--- src/rtl/branch_predict_resolve_if.sv ---
// Resolve/lookup bus between the fetch/execute pipeline and the branch resolve unit.
// master drives requests and pipeline control; slave is the resolve unit.
interface branch_predict_resolve_if #(
  parameter int unsigned XLEN  = 32,
  parameter int unsigned CNT_W = 16
);
  logic [XLEN-1:0]  pred_pc_w_i;
  logic             pred_taken_w_o_h;
  logic             valid_w_i_h;
  logic [2:0]       funct_3_w_i;
  logic [XLEN-1:0]  rs1_w_i;
  logic [XLEN-1:0]  rs2_w_i;
  logic [XLEN-1:0]  pc_w_i;
  logic             pred_taken_w_i_h;
  logic             stall_w_i_h;
  logic             flush_w_i_h;
  logic             ready_w_o_h;
  logic             res_valid_w_o_h;
  logic             taken_w_o_h;
  logic             mispredict_w_o_h;
  logic             illegal_w_o_h;
  logic [CNT_W-1:0] mispredict_cnt_w_o;

  modport master (
    output pred_pc_w_i, valid_w_i_h, funct_3_w_i, rs1_w_i, rs2_w_i, pc_w_i,
           pred_taken_w_i_h, stall_w_i_h, flush_w_i_h,
    input  pred_taken_w_o_h, ready_w_o_h, res_valid_w_o_h, taken_w_o_h,
           mispredict_w_o_h, illegal_w_o_h, mispredict_cnt_w_o
  );

  modport slave (
    input  pred_pc_w_i, valid_w_i_h, funct_3_w_i, rs1_w_i, rs2_w_i, pc_w_i,
           pred_taken_w_i_h, stall_w_i_h, flush_w_i_h,
    output pred_taken_w_o_h, ready_w_o_h, res_valid_w_o_h, taken_w_o_h,
           mispredict_w_o_h, illegal_w_o_h, mispredict_cnt_w_o
  );
endinterface

--- src/rtl/branch_predict_resolve.sv ---
// Branch resolve unit: evaluates branch conditions, registers the outcome one cycle
// later, trains a table of 2-bit counters and counts mispredicts.
module branch_predict_resolve #(
  parameter int unsigned XLEN      = 32,
  parameter int unsigned BHT_DEPTH = 16,
  parameter int unsigned CNT_W     = 16
) (
  input logic                     clk_w_i,
  input logic                     rst_w_i_l,
  branch_predict_resolve_if.slave bp
);
  localparam int unsigned IDX_W = $clog2(BHT_DEPTH);

  logic [BHT_DEPTH-1:0][1:0] bht_q;
  logic                      res_valid_q;
  logic                      taken_q;
  logic                      mispredict_q;
  logic                      illegal_q;
  logic [CNT_W-1:0]          cnt_q;

  logic [IDX_W-1:0] pred_idx_c;
  logic [IDX_W-1:0] upd_idx_c;
  logic             eq_c;
  logic             lts_c;
  logic             ltu_c;
  logic             legal_c;
  logic             taken_c;
  logic             mispredict_c;
  logic [1:0]       ctr_c;
  logic [1:0]       ctr_next_c;
  logic             unused_pc_bits_c;

  assign pred_idx_c = bp.pred_pc_w_i[IDX_W+1:2];
  assign upd_idx_c  = bp.pc_w_i[IDX_W+1:2];

  // Only the word-index bits of either PC feed the table.
  assign unused_pc_bits_c = ^{bp.pc_w_i[XLEN-1:IDX_W+2], bp.pc_w_i[1:0],
                              bp.pred_pc_w_i[XLEN-1:IDX_W+2], bp.pred_pc_w_i[1:0]};

  // Lookup reads the registered table, so a same-cycle update is not visible yet.
  assign bp.pred_taken_w_o_h = bht_q[pred_idx_c][1];
  assign bp.ready_w_o_h      = ~bp.stall_w_i_h;

  always_comb begin
    eq_c       = (bp.rs1_w_i == bp.rs2_w_i);
    lts_c      = ($signed(bp.rs1_w_i) < $signed(bp.rs2_w_i));
    ltu_c      = (bp.rs1_w_i < bp.rs2_w_i);
    legal_c    = 1'b1;
    taken_c    = 1'b0;
    case (bp.funct_3_w_i)
      3'b000:  taken_c = eq_c;
      3'b001:  taken_c = ~eq_c;
      3'b100:  taken_c = lts_c;
      3'b101:  taken_c = ~lts_c;
      3'b110:  taken_c = ltu_c;
      3'b111:  taken_c = ~ltu_c;
      default: legal_c = 1'b0;
    endcase
    mispredict_c = legal_c & (taken_c ^ bp.pred_taken_w_i_h);

    // Saturating 2-bit counter step toward the resolved direction.
    ctr_c      = bht_q[upd_idx_c];
    ctr_next_c = ctr_c;
    if (taken_c) begin
      if (ctr_c != 2'b11) ctr_next_c = ctr_c + 2'd1;
    end else if (ctr_c != 2'b00) begin
      ctr_next_c = ctr_c - 2'd1;
    end
  end

  // Flush wins over stall; stall freezes results, table and counter.
  always_ff @(posedge clk_w_i or negedge rst_w_i_l) begin
    if (!rst_w_i_l) begin
      bht_q        <= {BHT_DEPTH{2'b01}};
      res_valid_q  <= 1'b0;
      taken_q      <= 1'b0;
      mispredict_q <= 1'b0;
      illegal_q    <= 1'b0;
      cnt_q        <= '0;
    end else if (bp.flush_w_i_h) begin
      res_valid_q <= 1'b0;
    end else if (!bp.stall_w_i_h) begin
      res_valid_q <= bp.valid_w_i_h;
      if (bp.valid_w_i_h) begin
        taken_q      <= taken_c;
        mispredict_q <= mispredict_c;
        illegal_q    <= ~legal_c;
        if (legal_c) bht_q[upd_idx_c] <= ctr_next_c;
        if (mispredict_c && (cnt_q != '1)) cnt_q <= cnt_q + CNT_W'(1);
      end
    end
  end

  assign bp.res_valid_w_o_h    = res_valid_q;
  assign bp.taken_w_o_h        = taken_q;
  assign bp.mispredict_w_o_h   = mispredict_q;
  assign bp.illegal_w_o_h      = illegal_q;
  assign bp.mispredict_cnt_w_o = cnt_q;
endmodule
--- src/flat_wrapper.sv ---
// flat-port wrapper written by rule: the top's interface ports become plain ports
module branch_predict_resolve_flat 
#(
  parameter int unsigned XLEN      = 32,
  parameter int unsigned BHT_DEPTH = 16,
  parameter int unsigned CNT_W     = 16
)
  (clk_w_i, rst_w_i_l, bp_pred_pc_w_i, bp_valid_w_i_h, bp_funct_3_w_i, bp_rs1_w_i, bp_rs2_w_i, bp_pc_w_i, bp_pred_taken_w_i_h, bp_stall_w_i_h, bp_flush_w_i_h, bp_pred_taken_w_o_h, bp_ready_w_o_h, bp_res_valid_w_o_h, bp_taken_w_o_h, bp_mispredict_w_o_h, bp_illegal_w_o_h, bp_mispredict_cnt_w_o);
  branch_predict_resolve_if #(.XLEN(XLEN), .CNT_W(CNT_W)) bp_i ();
  input logic clk_w_i;
  input logic rst_w_i_l;
  input wire logic [$bits(bp_i.pred_pc_w_i)-1:0] bp_pred_pc_w_i;
  input wire logic [$bits(bp_i.valid_w_i_h)-1:0] bp_valid_w_i_h;
  input wire logic [$bits(bp_i.funct_3_w_i)-1:0] bp_funct_3_w_i;
  input wire logic [$bits(bp_i.rs1_w_i)-1:0] bp_rs1_w_i;
  input wire logic [$bits(bp_i.rs2_w_i)-1:0] bp_rs2_w_i;
  input wire logic [$bits(bp_i.pc_w_i)-1:0] bp_pc_w_i;
  input wire logic [$bits(bp_i.pred_taken_w_i_h)-1:0] bp_pred_taken_w_i_h;
  input wire logic [$bits(bp_i.stall_w_i_h)-1:0] bp_stall_w_i_h;
  input wire logic [$bits(bp_i.flush_w_i_h)-1:0] bp_flush_w_i_h;
  output wire logic [$bits(bp_i.pred_taken_w_o_h)-1:0] bp_pred_taken_w_o_h;
  output wire logic [$bits(bp_i.ready_w_o_h)-1:0] bp_ready_w_o_h;
  output wire logic [$bits(bp_i.res_valid_w_o_h)-1:0] bp_res_valid_w_o_h;
  output wire logic [$bits(bp_i.taken_w_o_h)-1:0] bp_taken_w_o_h;
  output wire logic [$bits(bp_i.mispredict_w_o_h)-1:0] bp_mispredict_w_o_h;
  output wire logic [$bits(bp_i.illegal_w_o_h)-1:0] bp_illegal_w_o_h;
  output wire logic [$bits(bp_i.mispredict_cnt_w_o)-1:0] bp_mispredict_cnt_w_o;
  assign bp_i.pred_pc_w_i = bp_pred_pc_w_i;
  assign bp_i.valid_w_i_h = bp_valid_w_i_h;
  assign bp_i.funct_3_w_i = bp_funct_3_w_i;
  assign bp_i.rs1_w_i = bp_rs1_w_i;
  assign bp_i.rs2_w_i = bp_rs2_w_i;
  assign bp_i.pc_w_i = bp_pc_w_i;
  assign bp_i.pred_taken_w_i_h = bp_pred_taken_w_i_h;
  assign bp_i.stall_w_i_h = bp_stall_w_i_h;
  assign bp_i.flush_w_i_h = bp_flush_w_i_h;
  assign bp_pred_taken_w_o_h = bp_i.pred_taken_w_o_h;
  assign bp_ready_w_o_h = bp_i.ready_w_o_h;
  assign bp_res_valid_w_o_h = bp_i.res_valid_w_o_h;
  assign bp_taken_w_o_h = bp_i.taken_w_o_h;
  assign bp_mispredict_w_o_h = bp_i.mispredict_w_o_h;
  assign bp_illegal_w_o_h = bp_i.illegal_w_o_h;
  assign bp_mispredict_cnt_w_o = bp_i.mispredict_cnt_w_o;
  branch_predict_resolve #(.XLEN(XLEN), .BHT_DEPTH(BHT_DEPTH), .CNT_W(CNT_W)) u_core (.clk_w_i(clk_w_i), .rst_w_i_l(rst_w_i_l), .bp(bp_i));
endmodule
--- config.mk ---
export PLATFORM = sky130hd
export DESIGN_NAME = branch_predict_resolve_flat
export DESIGN_NICKNAME = d
export VERILOG_FILES = /design/src/rtl/branch_predict_resolve_if.sv /design/src/rtl/branch_predict_resolve.sv /design/src/flat_wrapper.sv
export SDC_FILE = /design/constraint.sdc
export NUM_CORES = 1
export LEC_CHECK = 0
export ABC_AREA = 0
export CAP_MARGIN = 40
export CORE_MARGIN = 3
export CORE_UTILIZATION = 39
export CTS_CLUSTER_SIZE = 8
export DETAILED_ROUTE_END_ITERATION = 16
export GPL_ROUTABILITY_DRIVEN = 0
export PLACE_DENSITY = 0.78
export SYNTH_ARGS = -nofsm -noshare
export SYNTH_HDL_FRONTEND = slang
export SYNTH_SLANG_ARGS = --single-unit
--- constraint.sdc ---
create_clock -name clk_w_i -period 2.25 [get_ports clk_w_i]
set_input_delay 0.3375 -clock clk_w_i [delete_from_list [all_inputs] [get_ports clk_w_i]]
set_output_delay 0.3375 -clock clk_w_i [all_outputs]
set_load 0.01 [all_outputs]
Yosys cells after proc, flatten, opt, wreduce, memory -nomap -nowiden --
Index checks and enable logic that the tools add are counted.
Word-level totals: flip-flop bits (word level) 52, bits of input ports 137, output and inout bits 22
Operators by class: add/subtract/negate cells 3, $lt $le $gt $ge 5, equality and inequality tests 9, mux-type cells 14, bitwise logic cells 8, reduce and logical (&&, ||, !) cells 8
Operators by type and width (count):
- 32-bit < comparator | 2
- 32-bit bitwise mux | 1
- 32-bit == test | 1
- 16-bit by 1-bit adder with 16-bit output, second input constant | 1
- 2-bit binary-select mux with 4-bit select | 2
- 16-bit inequality test, second input constant | 1
- 3-bit == test, second input constant | 4
- 2-bit 2-to-1 mux | 6
- 4-bit by 5-bit < comparator with 1-bit output, second input constant | 2
- 2-bit demux with 4-bit select | 1
- 4-bit AND reduction | 2
- 1-bit inverter | 6
- 1-bit one-hot mux with 6 select lines | 1
- 6-bit OR reduction | 1
- 4-bit by 1-bit >= comparator with 1-bit output, second input constant | 1
- 3-bit by 1-bit == test with 1-bit output, second input constant | 1
- 3-bit logical NOT | 1
- 1-bit 2-to-1 mux | 3
- 3-bit AND reduction | 1
- 2-bit by 1-bit adder with 2-bit output, second input constant | 1
- 1-bit logical AND | 2
- 2-bit by 1-bit inequality test with 1-bit output, second input constant | 1
- 2-bit inequality test, second input constant | 1
- 2-bit nonzero test | 1
- 3 further kinds | 3

Longest topological paths before layout --
Gate-level depths: netlist (run 1).
depth after elaboration 7, mapped depth 11, depth with buffers taken out 11

Worst setup path after synthesis (run 1) --
OpenSTA, ideal clock, no wires.
kind input to register, start point in bp_rs2_w_i[31], end point reg u_core.cnt_q[1], in the netlist u_core.bp.mispredict_cnt_w_o[1], setup time 125 ps, arrival 2636 ps, data required time 2125 ps, setup slack -511 ps, stages on the path 11, buffers on the path 0, cell sequence inv_1 -> ha_1 -> nand4_1 -> nor3_2 -> a221oi_2 -> o211ai_1 -> o31a_1 -> o32a_4 -> xnor2_4 -> nand3_4 -> mux2_4
Between the ends: cells in the longest elaborated chain, start to end 7, elaborated cells on any way between the ends 11, those cells by class order compare (2); eq/ne (1); mux (1); bitwise (5); reduce/logical (2)
Ends and longest elaborated chain:
- start, declared | RTL line flat_wrapper.sv:16 | input wire logic [$bits(bp_i.rs2_w_i)-1:0] bp_rs2_w_i;
- 32-bit < comparator (tied with other cells) | RTL line branch_predict_resolve.sv:47 | ltu_c = (bp.rs1_w_i < bp.rs2_w_i);
- 1-bit inverter, on equally long branches | RTL line branch_predict_resolve.sv:56, branch_predict_resolve.sv:52, branch_predict_resolve.sv:54
- 1-bit one-hot mux with 6 select lines (*) | RTL line branch_predict_resolve.sv:50 | case (bp.funct_3_w_i)
- 1-bit bitwise XOR (*) | RTL line branch_predict_resolve.sv:59 | mispredict_c = legal_c & (taken_c ^ bp.pred_taken_w_i_h);
- 1-bit AND (*) | RTL line branch_predict_resolve.sv:59
- 1-bit logical AND (*) | RTL line branch_predict_resolve.sv:89 | if (mispredict_c && (cnt_q != '1)) cnt_q <= cnt_q + CNT_W'(1);
- 4-bit AND reduction (no source line) (*)
- end signal, assigned | RTL line branch_predict_resolve.sv:89
- end, declared | RTL line branch_predict_resolve.sv:19 | logic [CNT_W-1:0] cnt_q;
Every way passes the cells marked *; elsewhere a longest branch is shown, timed or not. A chain may end at the register's enable or synchronous reset.

Worst setup path after layout (run 1) --
start point in bp_rs2_w_i[13], end point reg u_core.cnt_q[1], in the netlist u_core.bp.mispredict_cnt_w_o[1]
Same word-level chain as after synthesis.

==> reports/metrics.yaml, run 1 <==
swShare_pct: 28.7
h-tree-depth: 2
drv_cap: 0
p_int_mw: 1.92
clockBufferDepth: 2
grt_pass1_wl_um: 16600
fin_crit_sh_pct: 117
combPwrFrac_pct: 34.0
cts_buffers: 5
crit_path_end_kind: "flip-flop"
worstHoldPathType: "in -> async"
gr-total-overflow: 0
p_leak_nw: 2.68
synthFlopType: "dfrtp_1"
synth_warnings: 0
grt_usage_pct: 20.3
utilization_pct: 66.3
yosysTopAreaCellShare_pct: 25.0
synth_nets: 495
placed_area_um2: 5200
ir_drop_mv: 0.285
syn_area_um2: 3610
synth_area_leaders: "dfrtp_1 25%, dfstp_2 12%, ha_1 11%"
crit_required_ns: 2.46
seqPwrFrac_pct: 40.6
setup_ws_ns: -0.393
ys_ff_latch: 52
fin_skew_ns: 0.0145
cp_max_fo: 3
dieWidth_um: 102
ys_async_sr_fraction_pct: 100
nets: 650
drv_slew: 0
layout_min_cycle_time_ns: 2.64
drive_gt1_share_pct: 58.4
p_per_area_nw_per_um2: 459
ant_nets: 0
path_class: "in -> reg"
p_sw_mw: 0.772
startpoint_type: "input pin"
synth-edff-count: 0
relSlewSlack_pct: 51.4
via_count: 3191
drtIter0Drc: 183
place.port_buffers: 102
yosysSeqAreaShare_pct: 36.6
clkSinkCount: 52
num_io_pins: 159
post_drt_via_cell_ratio: 5.42
violations: "negative setup slack"
nFillCells: 664
worstMarginPinSlew_ns: 0.721
stdcell_area_um2: 5870
netlist.top_cell.by_area: "dfrtp_1"
rows: 34
coreArea_um2: 8850
diodes: 0
grt_setup_unrepaired: "yes"
max_freq_ghz: 0.378
antenna_found_initial: 0
start_util_pct: 40.8
cts_tree: "done"
firstDrtPassIters: 6
syn_avg_cell_area_um2: 11.1
drc: 0
insertion_delay_ns: 0.32
postSynthCellCount: 325
layout-area-overhead-vs-synth_pct: 62.7
outcome: "complete, but fails checks"
clk_pin_slew_ns: 0.11
die_h_um: 102
synth_cell_type_count: 44
grt_max_degree: 34
power.total_mw: 2.70
seqCellArea_um2: 1320
grt_pass1_vias: 3373
hold_viol: 0
final-setup-viol-count: 49
pwr-share-clk_pct: 25.4
dp_hpwl_um: 7170
root_buffer: "clkbuf_8"
die-area_um2: 10400
wl_per_cell_um: 18.1
ctsHoldBuffers: 0
multiInputGateArea_um2: 2830
drt_wl_total_um: 10700
arrival_ns: 2.86
[cells by family (layout without fill, tap and decap cells)]
group           after synthesis  in the layout  synth area share (%)
buf+inv                      46            200                  5.76
simple gates                 95             95                  13.8
mux                          49             49                  21.2
xor+xnor                     18             18                  4.89
flops                        52             52                  36.6
compound gates               30             30                  5.65
fa+ha+maj                    35             37                  12.1
[stage by stage]
stage | std cells | TNS [ns] | setup slack, ns | hold slack, ns
final | 589 | -15.11 | -0.393 | 0.0676
after global routing | 589 | -20.07 | -0.501 | 0.121
after CTS | 582 | -9.53 | -0.276 | 0.0905
after detailed placement | 553 | -51.29 | -1.09 | 0.431
after global placement | 553 | -48.17 | -1.01 | 0.414
after floorplan | 325 | -10.15 | -0.357 | 0.0419
[placed cells by master, fill, tap and decap left out, types with 8 or more instances in the layout]
cell type,count
buf_4,39
dfrtp_1,36
clkdlybuf4s50_1,33
mux2_4,32
buf_2,30
ha_4,28
inv_2,25
buf_6,25
nor2_1,19
dfstp_2,16
nand2_1,14
nand4_1,12
xnor2_1,11
clkbuf_2,11
nand3_1,10
inv_1,9
mux4_2,8
a21oi_2,8
dlygate4sd2_1,8
[synthesized netlist by cell type, drive strengths merged (3+ instances only)]
library cell and count:
inv 38, dfrtp 36, ha 33, mux2 33, nand2 20, nor2 20, dfstp 16, nand3 16
xnor2 16, mux4 15, a21oi 14, nand4 12, and3 7, buf 6, o21ai 6, nand2b 5
nor3 4, and4 3, nor4 3
[sequential cells by signal, summed over array words and instances, names as in the netlist]
signal	cells
u_core.bht_q	32
u_core.bp.illegal_w_o_h	1
u_core.bp.mispredict_cnt_w_o	16
u_core.bp.mispredict_w_o_h	1
u_core.bp.res_valid_w_o_h	1
u_core.bp.taken_w_o_h	1
[cell type report]
class                   instances  area share (%)
multi-input cells             229            48.3
flip-flops and latches         52            22.5
repair buffers                154            22.3
inverters                      38            2.60
well taps                     108            2.30
clock buffers                   6            1.41
clock inverters                 2           0.661
[final timing paths]
check / startpoint / to / slack (ns) / cells past startpoint
max in group asynchronous: rst_w_i_l / u_core.bht_q[16] / 1.46 / 2
min in group clk_w_i: u_core.bp.mispredict_cnt_w_o[5] / u_core.bp.mispredict_cnt_w_o[5] / 0.50 / 1
setup reg to reg: u_core.bht_q[25] / u_core.bht_q[9] / -0.07 / 4
hold reg to reg: u_core.bp.mispredict_cnt_w_o[5] / u_core.bp.mispredict_cnt_w_o[5] / 0.50 / 1
setup / recovery: bp_rs2_w_i[13] / u_core.bp.mispredict_cnt_w_o[1] / -0.39 / 13
hold / removal: rst_w_i_l / u_core.bp.taken_w_o_h / 0.07 / 1
[worst max-delay path: stages]
cell     delay [ns]
buf_2          0.09
inv_2          0.04
ha_4           0.25
nand4_1        0.18
nor4_4         0.36
o21ai_2        0.10
a21oi_2        0.24
nor4_4         0.09
o32a_4         0.43
xnor2_4        0.21
buf_6          0.14
nand3_4        0.07
mux2_4         0.30
[what timing repair did]
| action | 4_1_cts | 5_1_grt |
|---|---|---|
| pin swaps | 78 | 40 |
| gates resized for setup | 294 | 47 |
| gates cloned | 3 | 0 |
| endpoints found under the setup margin | 51 | 50 |
| endpoints found under the hold margin | 0 | 0 |
| setup buffers | 19 | 7 |
[routing by layer]
metal  share of wire, %  GRT usage (%)
met5                  0              0
met4                2.0           5.85
met3                6.5           3.75
met2                 52           37.4
met1                 39           24.0
[power by group through the flow]
stage                     Combinational, mW  Sequential (mW)  Clock (mW)
after floorplan                       0.363             1.11           0
after CTS                             0.864             1.09       0.689
after detailed placement              0.760             1.11           0
after global routing                  0.993             1.11       0.726
after global placement                0.735             1.10           0
final                                 0.917             1.10       0.683
(Power assumes the default switching activity.)
==> inputs of run 2 (changes only) <==
Settings changed: CORE_UTILIZATION 39 to 30, PLACE_DENSITY 0.78 to not set.
Clock period 2.25 ns to 2.9 ns, I/O delays scaled along.
==> run 2 against run 1 <==
The run now ends clean. Via count shrank 7.7%. Sequential share of layout area grew 1.2 points. Critical path depth shrank 8. First-iteration DRC count shrank 13%. Total power shrank 19%. Clock power grew 4.8%. Highest routed layer unchanged. Cell count grew 1.2%. Die area grew 28%. Cell area shrank 4.9%. Global-route usage shrank 6.0 points. Worst setup slack gained 0.54 ns.
==> reports/metrics.yaml, run 2 (synthesis gave the netlist of run 1 again) <==
p_per_area_nw_per_um2: 390  # was 459 nW/um2
utilization_pct: 48.3  # was 66.3%
via_count: 2944  # was 3191
reg2reg_depth: 9  # was 4
firstDrtPassIters: 4  # was 6
coreArea_um2: 11600  # was 8850 um2
num_io_pins: 159  # unchanged
largest-register: "u_core.bht_q"  # unchanged
layout-area-overhead-vs-synth_pct: 54.7  # was 62.7%
grt_max_degree: 29  # was 34
dieWidth_um: 116  # was 102 um
relSlewSlack_pct: 58.3  # was 51.4%
root_buffer: "clkbuf_16"  # was clkbuf_8
crit_family: "multiplexers"  # was compound AO/OA/AOI/OAI gates
stdcell_area_um2: 5580  # was 5870 um2
place.port_buffers: 102  # unchanged
h-tree-depth: 2  # unchanged
path_class: "in -> out"  # was in -> reg
ant_nets: 0  # unchanged
tns_ns: 0  # was -15.11 ns
insertion_delay_ns: 0.29  # was 0.32 ns
start_util_pct: 31.2  # was 40.8%
drtIter0Drc: 159  # was 183
grt_pass1_vias: 3191  # was 3373
ir_drop_mv: 0.265  # was 0.285 mV
gr-total-overflow: 0  # unchanged
clkSinkCount: 52  # unchanged
crit_path_end_kind: "output pin"  # was flip-flop
hold_viol: 0  # unchanged
worstPathCellList: "clkdlybuf4s50_1 -> buf_4 -> mux4_2 -> mux4_2 -> dlygate4sd2_1"  # was buf_2 -> inv_2 -> ha_4 -> nand4_1 -> nor4_4 -> o21ai_2 -> a21oi_2 -> nor4_4 -> o32a_4 -> xnor2_4 -> buf_6 -> nand3_4 -> mux2_4
diodes: 0  # unchanged
crit_top_cell: "mux4_2"  # was nor4_4
final_common_cell: "clkdlybuf4s50_1"  # was buf_4
nets: 622  # was 650
dp_hpwl_um: 7010  # was 7170 um
wl_per_cell_um: 15.7  # was 18.1 um
p_leak_nw: 2.54  # was 2.68 nW
arrival_ns: 2.32  # was 2.86 ns
drt_wl_total_um: 9340  # was 10700 um
worstHoldPathType: "in -> async"  # unchanged
worstMarginPinSlew_ns: 0.626  # was 0.721 ns
critical-path-max-stage-delay_ns: 0.52  # was 0.43 ns
cp_slowest_cell: "mux4_2"  # was o32a_4
layout_common_cells: "42 x clkdlybuf4s50_1, 36 x dfrtp_1, 30 x mux2_2"  # was 39 x buf_4, 36 x dfrtp_1, 33 x clkdlybuf4s50_1
die-area_um2: 13400  # was 10400 um2
cts_buffers: 5  # unchanged
nFillCells: 1046  # was 664
clockBufferDepth: 2  # unchanged
drv_cap: 0  # unchanged
cts_tree: "done"  # unchanged
rows: 39  # was 34
grt_usage_pct: 14.3  # was 20.3%
layout_min_cycle_time_ns: 2.75
largest_reg_flops: 32  # unchanged
startpoint_type: "input pin"  # unchanged
post_drt_via_cell_ratio: 4.94  # was 5.42
outcome: "finished, final reports clean"  # was complete, but fails checks
critPathBufInv: 3  # unchanged
grt_pass1_wl_um: 15600  # was 16600 um
drc: 0  # unchanged
fin_crit_sh_pct: 94.9
max_freq_ghz: 0.363
power.total_mw: 2.17  # was 2.70 mW
placed_area_um2: 4930  # was 5200 um2
cp_num_cells: 5  # was 13
drive_gt1_share_pct: 39.3  # was 58.4%
cp_max_fo: 4  # was 3
fin_skew_ns: 0.00917  # was 0.0145 ns
clk_pin_slew_ns: 0.07  # was 0.11 ns
die_h_um: 116  # was 102 um
antenna_found_initial: 0  # unchanged
final-setup-viol-count: 0  # was 49
crit_required_ns: 2.47  # was 2.46 ns
drv_slew: 0  # unchanged
[run 2: changes by cell type in the layout (fill, tap and decap cells not counted), sizes merged]
cell	before	now
buf	96	25
clkdlybuf4s15	5	19
dlygate4sd2	8	21
clkdlybuf4s50	33	42
dlymetal6s2s	0	9
bufbuf	1	0
clkinv	1	0
[run 2: where the power goes]
group	internal, mW	switching, mW	leakage [nW]
logic	0.346	0.265	1.80
registers	0.803	0.0442	0.657
clock network	0.455	0.261	0.0901
[run 2: area by class of cell]
type,instances,area (um2),share of cell area (%)
clock buffers,7,153,2.73
clock inverters,1,30.0,0.538
inverters,38,143,2.56
multi-input cells,229,2580,46.2
flip-flops and latches,52,1320,23.7
well taps,143,179,3.21
repair buffers,126,1170,21.0
[run 2: per-stage QoR]
step           cells  hold slack [ns]  setup WS (ns)
2_1_floorplan    325            0.139         0.0419
3_5_place_dp     584            0.490         -0.604
6_report         596            0.159          0.147
4_1_cts          594            0.190       0.000575
3_3_place_gp     584            0.482         -0.572
5_1_grt          596            0.214       -0.00205
[run 2: final timing paths]
check | end | start | slack (ns)
worst min register to register | u_core.bp.mispredict_cnt_w_o[9] | u_core.bp.mispredict_cnt_w_o[9] | 0.49
min in group clk_w_i | u_core.bp.mispredict_cnt_w_o[9] | u_core.bp.mispredict_cnt_w_o[9] | 0.49
max in group asynchronous | u_core.bht_q[0] | rst_w_i_l | 2.03
worst max register to register | u_core.bp.mispredict_cnt_w_o[9] | u_core.bp.mispredict_cnt_w_o[5] | 0.61
worst min-delay path | u_core.bht_q[23] | rst_w_i_l | 0.16
worst max-delay path | bp_pred_taken_w_o_h | bp_pred_pc_w_i[2] | 0.15
[run 2: worst register-to-register path, stage by stage, from the launching register on]
cell and delay [ns]:
dfrtp_1 0.42, and3_1 0.20, and2_1 0.20, and3_1 0.24, nand3_1 0.19, and4_1 0.25
nand3_1 0.13, mux2i_4 0.27, nand4_1 0.14, xnor2_1 0.15
[run 2: routing by layer]
| layer | routed length (um) | global-route usage (%) |
|---|---|---|
| met1 | 4080 | 18.7 |
| met2 | 4670 | 25.2 |
| met3 | 491 | 2.30 |
| met4 | 97 | 3.17 |
| met5 | 0 | 0 |
[run 2: repair_timing]
item / 4_1_cts / 5_1_grt
endpoints found under the setup margin: 49 / 48
setup buffers: 4 / 3
hold buffers: 0 / 0
pin swaps: 56 / 40
cloned: 2 / 0
endpoints found under the hold margin: 0 / 0
gates resized for setup: 126 / 59
